--- config.mk ---
export PLATFORM = sky130hd
export DESIGN_NAME = dma_engine
export DESIGN_NICKNAME = d
export VERILOG_FILES = /design/src/rtl/dma_pkg.sv /design/src/rtl/dma_store_fifo.sv /design/src/rtl/dma_engine.sv
export SDC_FILE = /design/constraint.sdc
export NUM_CORES = 1
export LEC_CHECK = 0
export BUFFER_PORTS_ARGS = -buffer_cell sky130_fd_sc_hd__buf_2
export CELL_PAD_IN_SITES_DETAIL_PLACEMENT = 0
export CELL_PAD_IN_SITES_GLOBAL_PLACEMENT = 1
export CORE_MARGIN = 8
export CORE_UTILIZATION = 46
export CTS_CLUSTER_DIAMETER = 200
export CTS_CLUSTER_SIZE = 10
export DETAILED_ROUTE_END_ITERATION = 8
export PLACE_DENSITY = 0.87
export SLEW_MARGIN = 20
export SYNTH_ARGS = -nofsm -noshare
export SYNTH_HDL_FRONTEND = slang
export SYNTH_HIERARCHICAL = 1
export SYNTH_SLANG_ARGS = --single-unit
--- constraint.sdc ---
create_clock -name clk -period 4 [get_ports clk]
set_input_delay 0.2 -clock clk [delete_from_list [all_inputs] [get_ports clk]]
set_output_delay 0.2 -clock clk [all_outputs]
set_load 0.01 [all_outputs]
--- src/rtl/dma_pkg.sv ---
// dma_pkg: shared types and constants for the Unified Buffer DMA engine.
//   dma_state_e : engine FSM states
//   DIR_LOAD    : cmd_dir value for stream -> UB transfers
//   DIR_STORE   : cmd_dir value for UB -> stream transfers
package dma_pkg;

  typedef enum logic [2:0] {
    IDLE   = 3'd0,
    LOAD   = 3'd1,
    STORE  = 3'd2,
    DRAIN  = 3'd3,
    FINISH = 3'd4
  } dma_state_e;

  localparam logic DIR_LOAD  = 1'b0;
  localparam logic DIR_STORE = 1'b1;

endpackage

--- src/rtl/dma_store_fifo.sv ---
// dma_store_fifo: synchronous DEPTH x DATA_W FIFO for the DMA store path.
//   clk, rst  : clock, asynchronous active-high reset (flushes contents)
//   i_push    : write i_din (ignored when full)
//   i_din     : write data
//   i_pop     : consume head word (ignored when empty)
//   o_dout    : head word (0 after reset)
//   o_empty   : no words held
//   o_count   : number of words held (0..DEPTH)
module dma_store_fifo #(
  parameter int unsigned DATA_W = 16,
  parameter int unsigned DEPTH  = 4,
  localparam int unsigned CW    = $clog2(DEPTH) + 1
) (
  input  logic              clk,
  input  logic              rst,
  input  logic              i_push,
  input  logic [DATA_W-1:0] i_din,
  input  logic              i_pop,
  output logic [DATA_W-1:0] o_dout,
  output logic              o_empty,
  output logic [CW-1:0]     o_count
);

  localparam int unsigned AW = $clog2(DEPTH);

  logic [DATA_W-1:0] r_mem [DEPTH];
  logic [AW-1:0]     r_wptr;
  logic [AW-1:0]     r_rptr;
  logic [CW-1:0]     r_count;
  logic              w_push;
  logic              w_pop;

  assign w_push  = i_push && (r_count != CW'(DEPTH));
  assign w_pop   = i_pop && (r_count != '0);
  assign o_dout  = r_mem[r_rptr];
  assign o_empty = (r_count == '0);
  assign o_count = r_count;

  always_ff @(posedge clk or posedge rst) begin
    if (rst) begin
      for (int unsigned i = 0; i < DEPTH; i++) r_mem[i] <= '0;
      r_wptr  <= '0;
      r_rptr  <= '0;
      r_count <= '0;
    end else begin
      if (w_push) begin
        r_mem[r_wptr] <= i_din;
        r_wptr        <= r_wptr + AW'(1);
      end
      if (w_pop) r_rptr <= r_rptr + AW'(1);
      case ({w_push, w_pop})
        2'b10:   r_count <= r_count + CW'(1);
        2'b01:   r_count <= r_count - CW'(1);
        default: r_count <= r_count;
      endcase
    end
  end

endmodule

--- src/rtl/dma_engine.sv ---
// dma_engine: owns the Unified Buffer DMA port; moves cmd_len words between a
// DRAM-side stream and the UB starting at cmd_addr, one word per cycle.
//   clk, reset            : clock, asynchronous active-high reset
//   cmd_valid/cmd_ready   : command handshake (ready only when idle)
//   cmd_dir/addr/len      : 0 = load (stream->UB), 1 = store (UB->stream)
//   in_valid/ready/data   : load stream
//   out_valid/ready/data  : store stream (fed from the store FIFO)
//   ub_write_en/read_en   : UB DMA strobes (never both high)
//   ub_addr/wdata/rdata   : UB DMA address/data (rdata valid cycle after read)
//   busy/done             : transfer in progress / one-cycle completion pulse
module dma_engine
  import dma_pkg::*;
#(
  parameter int unsigned DATA_W = 16,
  parameter int unsigned ADDR_W = 8,
  parameter int unsigned LEN_W  = 9,
  parameter int unsigned FIFO_D = 4
) (
  input  logic              clk,
  input  logic              reset,
  input  logic              cmd_valid,
  output logic              cmd_ready,
  input  logic              cmd_dir,
  input  logic [ADDR_W-1:0] cmd_addr,
  input  logic [LEN_W-1:0]  cmd_len,
  input  logic              in_valid,
  output logic              in_ready,
  input  logic [DATA_W-1:0] in_data,
  output logic              out_valid,
  input  logic              out_ready,
  output logic [DATA_W-1:0] out_data,
  output logic              ub_write_en,
  output logic              ub_read_en,
  output logic [ADDR_W-1:0] ub_addr,
  output logic [DATA_W-1:0] ub_wdata,
  input  logic [DATA_W-1:0] ub_rdata,
  output logic              busy,
  output logic              done
);

  localparam int unsigned CW = $clog2(FIFO_D) + 1;
  localparam int unsigned OW = CW + 1;

  dma_state_e        r_state;
  logic [ADDR_W-1:0] r_addr;
  logic [LEN_W-1:0]  r_rem;
  logic              r_cmd_ready;
  logic              r_busy;
  logic              r_done;
  logic              r_wr_en;
  logic              r_rd_en;
  logic              r_pend;     // read issued last cycle; ub_rdata valid now
  logic [ADDR_W-1:0] r_ub_addr;
  logic [DATA_W-1:0] r_wdata;

  logic              w_in_fire;
  logic              w_pop;
  logic              w_fifo_empty;
  logic [CW-1:0]     w_fifo_count;
  logic [DATA_W-1:0] w_fifo_dout;
  logic [OW-1:0]     w_occ;
  logic              w_can_read;

  assign in_ready    = (r_state == LOAD) && (r_rem != '0);
  assign w_in_fire   = in_valid && in_ready;
  assign out_valid   = !w_fifo_empty;
  assign out_data    = w_fifo_dout;
  assign w_pop       = out_valid && out_ready;
  assign cmd_ready   = r_cmd_ready;
  assign busy        = r_busy;
  assign done        = r_done;
  assign ub_write_en = r_wr_en;
  assign ub_read_en  = r_rd_en;
  assign ub_addr     = r_ub_addr;
  assign ub_wdata    = r_wdata;

  // Reads are registered one cycle ahead, so the overflow guard projects FIFO
  // occupancy into the next cycle: current words, the word landing this
  // cycle, the read on the port now, minus the word leaving this cycle.
  assign w_occ      = OW'(w_fifo_count) + OW'(r_pend) + OW'(r_rd_en) - OW'(w_pop);
  assign w_can_read = (r_rem != '0) && (w_occ < OW'(FIFO_D));

  dma_store_fifo #(
    .DATA_W (DATA_W),
    .DEPTH  (FIFO_D)
  ) u_fifo (
    .clk     (clk),
    .rst     (reset),
    .i_push  (r_pend),
    .i_din   (ub_rdata),
    .i_pop   (w_pop),
    .o_dout  (w_fifo_dout),
    .o_empty (w_fifo_empty),
    .o_count (w_fifo_count)
  );

  always_ff @(posedge clk or posedge reset) begin
    if (reset) begin
      r_state     <= IDLE;
      r_addr      <= '0;
      r_rem       <= '0;
      r_cmd_ready <= 1'b1;
      r_busy      <= 1'b0;
      r_done      <= 1'b0;
      r_wr_en     <= 1'b0;
      r_rd_en     <= 1'b0;
      r_pend      <= 1'b0;
      r_ub_addr   <= '0;
      r_wdata     <= '0;
    end else begin
      r_done  <= 1'b0;
      r_wr_en <= 1'b0;
      r_rd_en <= 1'b0;
      r_pend  <= r_rd_en;
      case (r_state)
        IDLE: begin
          if (cmd_valid) begin
            r_cmd_ready <= 1'b0;
            r_addr      <= cmd_addr;
            r_rem       <= cmd_len;
            if (cmd_len == '0) begin
              r_state <= FINISH;
              r_done  <= 1'b1;
            end else begin
              r_busy  <= 1'b1;
              r_state <= (cmd_dir == DIR_STORE) ? STORE : LOAD;
            end
          end
        end
        // LOAD/STORE stay one cycle after the final beat/read so that the
        // registered UB strobe for it is still issued from the active state.
        LOAD: begin
          if (w_in_fire) begin
            r_wr_en   <= 1'b1;
            r_ub_addr <= r_addr;
            r_wdata   <= in_data;
            r_addr    <= r_addr + ADDR_W'(1);
            r_rem     <= r_rem - LEN_W'(1);
          end else if (r_rem == '0) begin
            r_state <= FINISH;
            r_done  <= 1'b1;
            r_busy  <= 1'b0;
          end
        end
        STORE: begin
          if (w_can_read) begin
            r_rd_en   <= 1'b1;
            r_ub_addr <= r_addr;
            r_addr    <= r_addr + ADDR_W'(1);
            r_rem     <= r_rem - LEN_W'(1);
          end else if (r_rem == '0) begin
            r_state <= DRAIN;
          end
        end
        DRAIN: begin
          if (w_fifo_empty && !r_pend) begin
            r_state <= FINISH;
            r_done  <= 1'b1;
            r_busy  <= 1'b0;
          end
        end
        FINISH: begin
          r_state     <= IDLE;
          r_cmd_ready <= 1'b1;
        end
        default: r_state <= IDLE;
      endcase
    end
  end

endmodule

Word-level counts from Yosys, hierarchy flattened
Cells that the tools add are included.
{ "totals": {"out_inout_bits": 47, "inputBits": 55, "register_bits": 121} }
{ "classes": {"reduce_logical": 27, "mux": 45, "eq_ne": 16, "order_cmp": 4, "n_addsub": 9, "bitwise_logic": 2} }
{ "op_table": {"columns": ["operator", "n"], "rows": [
  ["bitwise mux 64 bit", 1],
  ["two-way mux 16 bit", 3],
  ["two-way mux 8 bit", 5],
  ["binary-select mux 16 bit (select 2 bit)", 1],
  ["demux 16 bit (select 2 bit)", 1],
  ["two-way mux 9 bit", 3],
  ["one-hot mux 9 bit (3 select lines)", 1],
  ["one-hot mux 8 bit (3 select lines)", 1],
  ["two-way mux 3 bit", 7],
  ["zero test 9 bit", 2],
  ["!= test 2 bit (second input constant)", 8],
  ["one-hot mux 8 bit (2 select lines)", 1],
  ["two-way mux 1 bit", 15],
  ["one-hot mux 3 bit (4 select lines)", 1],
  ["AND reduction 6 bit", 2],
  ["nonzero test 3 bit", 3],
  ["nonzero test 9 bit", 1],
  ["subtractor 9 x 1 -> 9 bit (second input constant)", 1],
  ["adder 8 x 1 -> 8 bit (second input constant)", 1],
  ["logical AND 1 bit", 8],
  ["== test 3 x 2 -> 1 bit (second input constant)", 2],
  ["greater-or-equal comparator 3 bit (second input constant)", 2],
  ["zero test 3 bit", 2],
  ["inverter 2 -> 3 bit", 2],
  ["23 further kinds", 29]
]} }

Longest topological paths before layout
Gate-level depths: netlist of run 1.
{ "depth": {"depth_word": 8, "ltp_mapped": 11, "depth_no_buf": 10} }

Modules after synthesis
Netlist of run 1, hierarchy kept.
{ "modules_own_cells": {"columns": ["module", "instances", "seq_area_each_um2", "area_each_um2", "cells_per_inst"], "rows": [
  ["dma_store_fifo", 1, 1776.7, 3357.0, 193],
  ["dma_engine", 1, 1252.5, 2675.1, 256]
]} }

Worst setup path after synthesis of run 1
OpenSTA, ideal clock, no wires.
{ "synth_timing": {"kind": "reg2reg", "start": "reg u_fifo.r_count[0], in the netlist u_fifo/o_count[0]", "end": "reg r_addr[0]", "period_less_slack_ns": 2.815, "t_arrival_ns": 2.694, "stages_incl_launch_ff": 12, "setup_time_ns": 0.121, "required_time_ns": 3.879, "path_slack_ns": 1.185, "cell_sequence": "dfrtp_1 > nor3_1 > nor2b_1 > ha_1 > inv_1 > ha_1 > nand3_1 > and3_1 > o311ai_1 > a21oi_2 > buf_2 > a22o_1"} }
{ "synth_between": {"elab_chain_cells": 8} }
{ "synth_lines": {"columns": ["element", "line_no", "rtl"], "rows": [
  ["from (decl)", "dma_store_fifo.sv:29", "logic [CW-1:0] r_count;"],
  ["from (signal assigned)", "dma_store_fifo.sv:52", "2'b10: r_count <= r_count + CW'(1);"],
  ["from (signal assigned)", "dma_store_fifo.sv:53", "2'b01: r_count <= r_count - CW'(1);"],
  ["from (signal assigned)", "dma_store_fifo.sv:54", "default: r_count <= r_count;"],
  ["zero test 3 bit", "dma_store_fifo.sv:36", "assign o_empty = (r_count == '0);"],
  ["via w_fifo_empty", "dma_engine.sv:58", "logic w_fifo_empty;"],
  ["zero test 1 bit", "dma_engine.sv:66", "assign out_valid = !w_fifo_empty;"],
  ["logical AND 1 bit", "dma_engine.sv:68", "assign w_pop = out_valid && out_ready;"],
  ["via w_pop", "dma_engine.sv:57", "logic w_pop;"],
  ["subtractor 4 x 1 -> 4 bit", "dma_engine.sv:80", "assign w_occ = OW'(w_fifo_count) + OW'(r_pend) + OW'(r_rd_en) - OW'(w_pop);"],
  ["less-than comparator 4 x 3 -> 1 bit", "dma_engine.sv:81", "assign w_can_read = (r_rem != '0) && (w_occ < OW'(FIFO_D));"],
  ["logical AND 1 bit", "dma_engine.sv:81", null],
  ["!= test 2 bit (no line)", null, null],
  ["AND reduction 4 bit (no line)", null, null],
  ["to (signal assigned)", "dma_engine.sv:119", "r_addr <= cmd_addr;"],
  ["to (signal assigned)", "dma_engine.sv:137", "r_addr <= r_addr + ADDR_W'(1);"],
  ["to (signal assigned)", "dma_engine.sv:149", "r_addr <= r_addr + ADDR_W'(1);"],
  ["to (decl)", "dma_engine.sv:45", "logic [ADDR_W-1:0] r_addr;"]
]} }
The timed path passes the listed nets, and every way through them passes these cells.
A chain may end at the register's enable or synchronous reset.

Worst setup path in the final report of run 1
{ "layout_timing": {"start": "reg u_fifo.r_count[0], in the netlist u_fifo/o_count[0]", "end": "reg r_ub_addr[4], in the netlist ub_addr[4]"} }
{ "layout_between": {"elab_chain_cells": 8} }
{ "layout_lines": {"columns": ["element", "line_no", "rtl"], "rows": [
  ["zero test 3 bit", "dma_store_fifo.sv:36", null],
  ["via w_fifo_empty", "dma_engine.sv:58", null],
  ["zero test 1 bit", "dma_engine.sv:66", null],
  ["logical AND 1 bit", "dma_engine.sv:68", null],
  ["via w_pop", "dma_engine.sv:57", null],
  ["subtractor 4 x 1 -> 4 bit", "dma_engine.sv:80", null],
  ["less-than comparator 4 x 3 -> 1 bit", "dma_engine.sv:81", null],
  ["logical AND 1 bit", "dma_engine.sv:81", null],
  ["!= test 2 bit (no line)", null, null],
  ["AND reduction 3 bit (no line)", null, null],
  ["to (signal assigned)", "dma_engine.sv:135", "r_ub_addr <= r_addr;"],
  ["to (signal assigned)", "dma_engine.sv:148", "r_ub_addr <= r_addr;"],
  ["to (decl)", "dma_engine.sv:53", "logic [ADDR_W-1:0] r_ub_addr;"]
]} }
The timed path passes the listed nets, and every way through them passes these cells.

==> results of run 1 <==
path summary, 6_finish.rpt:
kind	slack [ns]	from	endpoint	cells past startpoint
max	0.57	u_fifo/o_count[0]	ub_addr[4]	10
min	0.02	in_data[4]	ub_wdata[4]	2
max reg2reg	0.57	u_fifo/o_count[0]	ub_addr[4]	10
min reg2reg	0.42	ub_read_en	r_pend	0
max in group asynchronous	2.61	reset	u_fifo/r_mem[52]	4
min in group asynchronous	0.46	reset	u_fifo/r_mem[11]	3
worst max-delay path: cells and delay by family (launching register included):
kind | cells | cell delay, ns
simple gates | 3 | 0.78
compound gates | 3 | 1.22
buf+inv | 1 | 0.06
flops | 1 | 0.46
mux | 1 | 0.35
fa+ha+maj | 2 | 0.44
logic make-up (layout without fill, tap and decap cells):
group                      count (synthesis)  after routing  share of synthesized area
muxes                                    109            109                      0.263
adders and majority gates                 13             13                     0.0282
buffers and inverters                     42            156                     0.0351
DFF                                      121            121                      0.502
and+or+nand+nor                           79             79                     0.0753
AOI/OAI and AO/OA                         78             78                     0.0863
xor gates and xnor gates                   7              7                     0.0102
cell usage in the layout (no fill, tap or decap), drive strengths merged, types with 4 or more instances in the layout:
cell       n
a21oi     18
a22o       5
and3       4
buf      105
clkbuf    22
clkinv     6
dfrtp    120
ha        12
inv       18
mux2      91
mux4      16
nand2     17
nand2b     4
nand3      8
nor2      19
nor3       8
nor3b      4
o21ai     22
o2bb2ai    6
xnor2      4
flip-flops by register name, indices dropped and copies added (netlist names):
signal,cells
u_fifo/r_rptr,2
r_state,3
r_addr,8
ub_write_en,1
ub_addr,8
r_pend,1
u_fifo/r_mem,64
ub_read_en,1
cmd_ready,1
busy,1
done,1
u_fifo/r_wptr,2
r_rem,9
ub_wdata,16
u_fifo/o_count,3
cell type report:
class / instances / share of cell area
Clock buffer: 22 / 0.0640
Tap cell: 176 / 0.0304
Multi-Input combinational cell: 286 / 0.385
Sequential cell: 121 / 0.418
Clock inverter: 8 / 0.0167
Inverter: 20 / 0.0105
Timing Repair Buffer: 106 / 0.0753
stage by stage:
step / cell area, µm² / setup slack, ns
floorplan: 6030 / 1.19
global placement: 6650 / 0.780
detailed placement: 6650 / 0.622
CTS: 7250 / 0.562
global route: 7250 / 0.318
finish: 7250 / 0.569
power by group:
part	leakage, nW	internal, mW	total [mW]	switching, mW
Combinational	1.56	1.31	2.46	1.16
Clock	0.286	1.00	1.51	0.511
Sequential	1.54	1.74	2.23	0.487
Total	3.39	4.05	6.21	2.16
what timing repair did:
action | CTS | global route
hold endpoints to repair | 31 | 0
hold buffers | 1 | 0
endpoints found under the setup margin | 0 | 0
per-layer routing:
layer / GRT usage / share of wire / wire (µm)
met5: 0 / 0 / 0
met4: 0.0635 / 0.012 / 164
met3: 0.0487 / 0.053 / 727
met2: 0.272 / 0.50 / 6780
met1: 0.207 / 0.44 / 5950
==> summary.txt, run 1 <==
Critical path
  • Setup CP Type: flop to flop
  • CP max stage delay: around 0.50 ns
  • Critical path's most frequent cell: ha_1
  • WP data arrival: 3.72 ns
  • Crit. End Element: flop
  • Req. time, crit path: 4.29 ns
  • Critical Path Source Type: flop
  • Top fanout value on the critical path: 14
  • Cell at the slowest stage of the critical path: o311a_1
  • Cell Chain, Critical Path: nor3_1 -> nor2b_1 -> ha_1 -> inv_1 -> ha_1 -> a21oi_1 -> and3_1 -> o311a_1 -> o21a_1 -> mux2_4

STA
  • Fmax: 0.291 GHz
  • Clk_skew: 0.00385 ns
  • Fin. max-slew vios: 0
  • Final Hold Vio Count: 0
  • Setup violations, final: 0
  • RSZ-0062 raised after global routing: false
  • Worst Max-Slew Pin Slew: 0.949 ns
  • Tmin final: 3.43 ns
  • Final hold slack: 0.0220 ns
  • Slew margin rel.: 0.367
  • Final Cycle Share: 0.858
  • Setup TNS: 0 ns

Logic synthesis
  • Synth warnings: 6
  • Net Count, Synth: 517
  • Asr flop ratio synth: 1.00
  • Primary FF master, synth: dfrtp_1
  • Sequential share of the synthesized area: 0.502
  • Count leader, synth: dfrtp_1
  • Post-synth top area cell: dfrtp_1
  • Seq cells post-synth: 121
  • Distinct cells, synth: around 60
  • Synth top cells by count: dfrtp_1, mux2_4, mux2_2, inv_1
  • Top post-synthesis cells by area: dfrtp_1, mux2_4, mux2_2
  • Share of the synthesized area in the top cell type: 0.498
  • Gate Count Post-Synth: 449
  • Number of synthesized flops with an enable pin: 0
  • Post-Syn Area per Cell: 13.4 µm²
  • Syn Std Cell Area: 6030 µm²

GRT
  • GRT Overall Usage: 0.167
  • Antenna violations before repair: 0
  • Pin count of the biggest net entering global routing: 51
  • First-pass GRT wire length: 22200 µm
  • GR Overflow Total: 0
  • Vias in the first global route: about 4400

Routing
  • Router iterations before antenna repair: 4
  • Antenna-violating nets left: 0
  • Via-per-instance ratio: 5.44
  • WL final: 13600 µm
  • Per-cell routed wire length: 18.4 µm
  • Vias post-DR: 4019
  • Initial DRC count: 198
  • DRC: 0

Run
  • Max Cap Viol: 0

CTS
  • CTS Buf Count: 17
  • Sink Count: 121
  • Max clock buf depth: 2
  • Cts repair resizes: 0
  • Root Buffer: clkbuf_16
  • H-tree depth: 4
  • Clock Latency Late Sink: 0.41 ns
  • Clock transition at path regs: ~0.050 ns
  • Postcts setup bufs: 0
  • TritonCTS clock tree: done

Cells and area
  • Share of layout cells above drive strength 1: 0.448
  • Area delta synth->final: 20.2%
  • Area of the multi-input gates: 2790 µm²
  • Final net count: 620
  • Antenna Diode Count: 0
  • Layout Cells excl Fill: 739
  • Core Util, Final: 0.556
  • Storage element area: 3030 µm²
  • Fill cell count: 1131

Floorplan
  • Core ar.: 13000 µm²
  • DIE AREA: 17000 µm²
  • Initial core utilization: 0.463
  • FP Rows: 42
  • I/O pin total: 102
  • Die W: 131 µm
  • Die Y: 131 µm

Placement
  • Placed insts: roughly 710
  • # port buffers: 101
  • RD Place Congestion: 0.797
  • Post-DP HPWL: 9340 µm

Power and ir drop
  • VDD IR max: ~0.4 mV
  • Tot Pwr: roughly 6.2 mW
  • Lkg Pwr: 3.39 nW
  • Pwr per Cell Area: around 860 nW/µm²

Run status
  • Status: complete, no violations

Hold path
  • Hold crit path type: input port to flop
No activity file was read; power rests on OpenSTA's default activity.
==> inputs of run 2 (changes only) <==
--- a/config.mk
+++ b/config.mk
@@ -13,7 +13,7 @@
 export CTS_CLUSTER_DIAMETER = 200
 export CTS_CLUSTER_SIZE = 10
 export DETAILED_ROUTE_END_ITERATION = 8
-export PLACE_DENSITY = 0.87
+export PLACE_DENSITY_LB_ADDON = 0.05
 export SLEW_MARGIN = 20
 export SYNTH_ARGS = -nofsm -noshare
 export SYNTH_HDL_FRONTEND = slang
==> summary.txt, run 2 (synthesis gave the netlist of run 1 again) <==
Placement
  • Placed insts: 712 (+0.56%)
  • Cell Area, Placed: 6680 µm² (+0.45%)
  • Post-DP HPWL: 9260 µm (-0.80%)
  • # port buffers: 101 (unchanged)
  • Worst slack, placed: 0.652 ns (+0.0301 ns)
  • RD Place Congestion: 0.767 (-3.9%)

Cells and area
  • Most frequent cells in the layout: dfrtp_1, buf_2, mux2_4
  • Fin area: 7290 µm² (+0.55%)
  • Max reg flops: 64 (unchanged)
  • Most common cell after layout, fill and taps aside: dfrtp_1
  • Final net count: 624 (+0.65%)
  • Share of layout cells above drive strength 1: 0.457 (+0.00934)
  • Fill cell count: 1170 (+3.4%)
  • Area delta synth->final: 20.8%
  • Antenna Diode Count: 0 (unchanged)
  • Top reg by flops: u_fifo/r_mem
  • Layout Cells excl Fill: 745 (+0.81%)

Routing
  • Vias post-DR: 3981 (-0.95%)
  • WL final: 13600 µm (about the same)
  • Per-cell routed wire length: 18.3 µm (-0.77%)
  • DRC: 0 (unchanged)
  • Via-per-instance ratio: 5.34 (-1.7%)
  • Antenna-violating nets left: 0 (unchanged)
  • Initial DRC count: 244 (+23%)
  • Router iterations before antenna repair: 4 (unchanged)

GRT
  • First-pass GRT wire length: 22200 µm (about the same)
  • GR Overflow Total: 0 (unchanged)
  • GRT Overall Usage: 0.169 (+0.00202)
  • Antenna violations before repair: 0 (unchanged)
  • Pin count of the biggest net entering global routing: 51 (unchanged)
  • Vias in the first global route: 4228 (-4.1%)

Hold path
  • Hold crit path type: input port to flop

Run
  • Max Cap Viol: 0 (unchanged)

CTS
  • H-tree depth: 4 (unchanged)
  • Root Buffer: clkbuf_16
  • Sink Count: 121 (unchanged)
  • Clock Latency Late Sink: 0.41 ns (about the same)
  • Cts repair resizes: 0 (unchanged)
  • TritonCTS clock tree: done
  • CTS Buf Count: 17 (unchanged)
  • Max clock buf depth: 2 (unchanged)
  • Clock transition at path regs: 0.06 ns (about the same)

STA
  • Worst Max-Slew Pin Slew: 0.908 ns (-0.0408 ns)
  • Clk_skew: 0.00764 ns (+0.00379 ns)
  • Setup TNS: 0 ns (unchanged)
  • Final WS setup: 0.681 ns (+0.112 ns)
  • Final Cycle Share: 0.830 (-0.0280)
  • Tmin final: 3.32 ns (-0.112 ns)
  • Fin. max-slew vios: 0 (unchanged)
  • Setup violations, final: 0 (unchanged)
  • Slew margin rel.: 0.394 (+0.0272)
  • RSZ-0062 raised after global routing: false
  • Final Hold Vio Count: 0 (unchanged)
  • Fmax: 0.301 GHz (+3.4%)

Floorplan
  • Die W: 131 µm (unchanged)
  • FP Rows: 42 (unchanged)
  • Die Y: 131 µm (unchanged)
  • Initial core utilization: 0.463 (unchanged)
  • Core ar.: 13000 µm² (unchanged)
  • I/O pin total: 102 (unchanged)
  • DIE AREA: 17000 µm² (unchanged)

Critical path
  • Top fanout value on the critical path: 11 (-3)
  • Req. time, crit path: 4.29 ns (about the same)
  • Setup CP Type: flop to flop
  • Crit. End Element: flop
  • WP data arrival: 3.61 ns (-0.11 ns)
  • Critical Path Source Type: flop

Run status
  • Status: complete, no violations

Power and ir drop
  • VDD IR max: 0.354 mV (-11%)
  • Lkg Pwr: 3.40 nW (+0.29%)
  • Pwr per Cell Area: 850 nW/µm² (-0.78%)
  • Tot Pwr: 6.19 mW (-0.23%)
## run 2: per-stage QoR
stage	util	hold slack, ns
final	0.559	0.0202
after global routing	0.559	0.000286
after CTS	0.559	0.00150
after detailed placement	0.513	0.414
after global placement	0.513	0.407
after floorplan	-	0.348
## run 2: path summary, 6_finish.rpt
path / depth (start not counted) / to / slack [ns] / startpoint
worst max-delay path: 10 / r_addr[1] / 0.68 / u_fifo/o_count[0]
worst min-delay path: 2 / ub_wdata[14] / 0.02 / in_data[14]
worst max register to register: 10 / r_addr[1] / 0.68 / u_fifo/o_count[0]
worst min register to register: 0 / r_pend / 0.42 / ub_read_en
max in group asynchronous: 4 / u_fifo/r_mem[19] / 2.54 / reset
min in group asynchronous: 3 / u_fifo/r_mem[10] / 0.51 / reset
## run 2: area by class of cell
| cell class | count | area (µm²) | share of cell area |
|---|---|---|---|
| inverters | 20 | 75.1 | 0.0103 |
| well taps | 176 | 220 | 0.0302 |
| clock inverters | 13 | 145 | 0.0199 |
| multi-input cells | 286 | 2790 | 0.383 |
| clock buffers | 19 | 453 | 0.0621 |
| flip-flops and latches | 121 | 3030 | 0.416 |
| repair buffers | 110 | 576 | 0.0790 |
## run 2: timing repair
action,4_1_cts,5_1_grt
hold endpoints to repair,76,0
setup buffers,0,0
hold buffers,1,0
## run 2: power breakdown
part,internal [mW],switching [mW]
logic,1.32,1.17
clock network,0.953,0.565
registers,1.74,0.444
## run 2: critical path: stages (launching register included)
cell and delay [ns]:
dfrtp_1 0.46, nor3_1 0.41, nor2b_1 0.13, ha_1 0.29, inv_1 0.04, ha_1 0.25, nand3_1 0.09, and3_1 0.18
o311ai_1 0.64, a21oi_2 0.33, mux2_1 0.39
## run 2: per-layer routing
layer / GRT usage / vias up / wire [µm]
li1: - / 1867 / -
met5: 0 / - / 0
met4: 0.0614 / 0 / 189
met1: 0.210 / 2024 / 5970
met3: 0.0495 / 15 / 659
met2: 0.276 / 75 / 6810
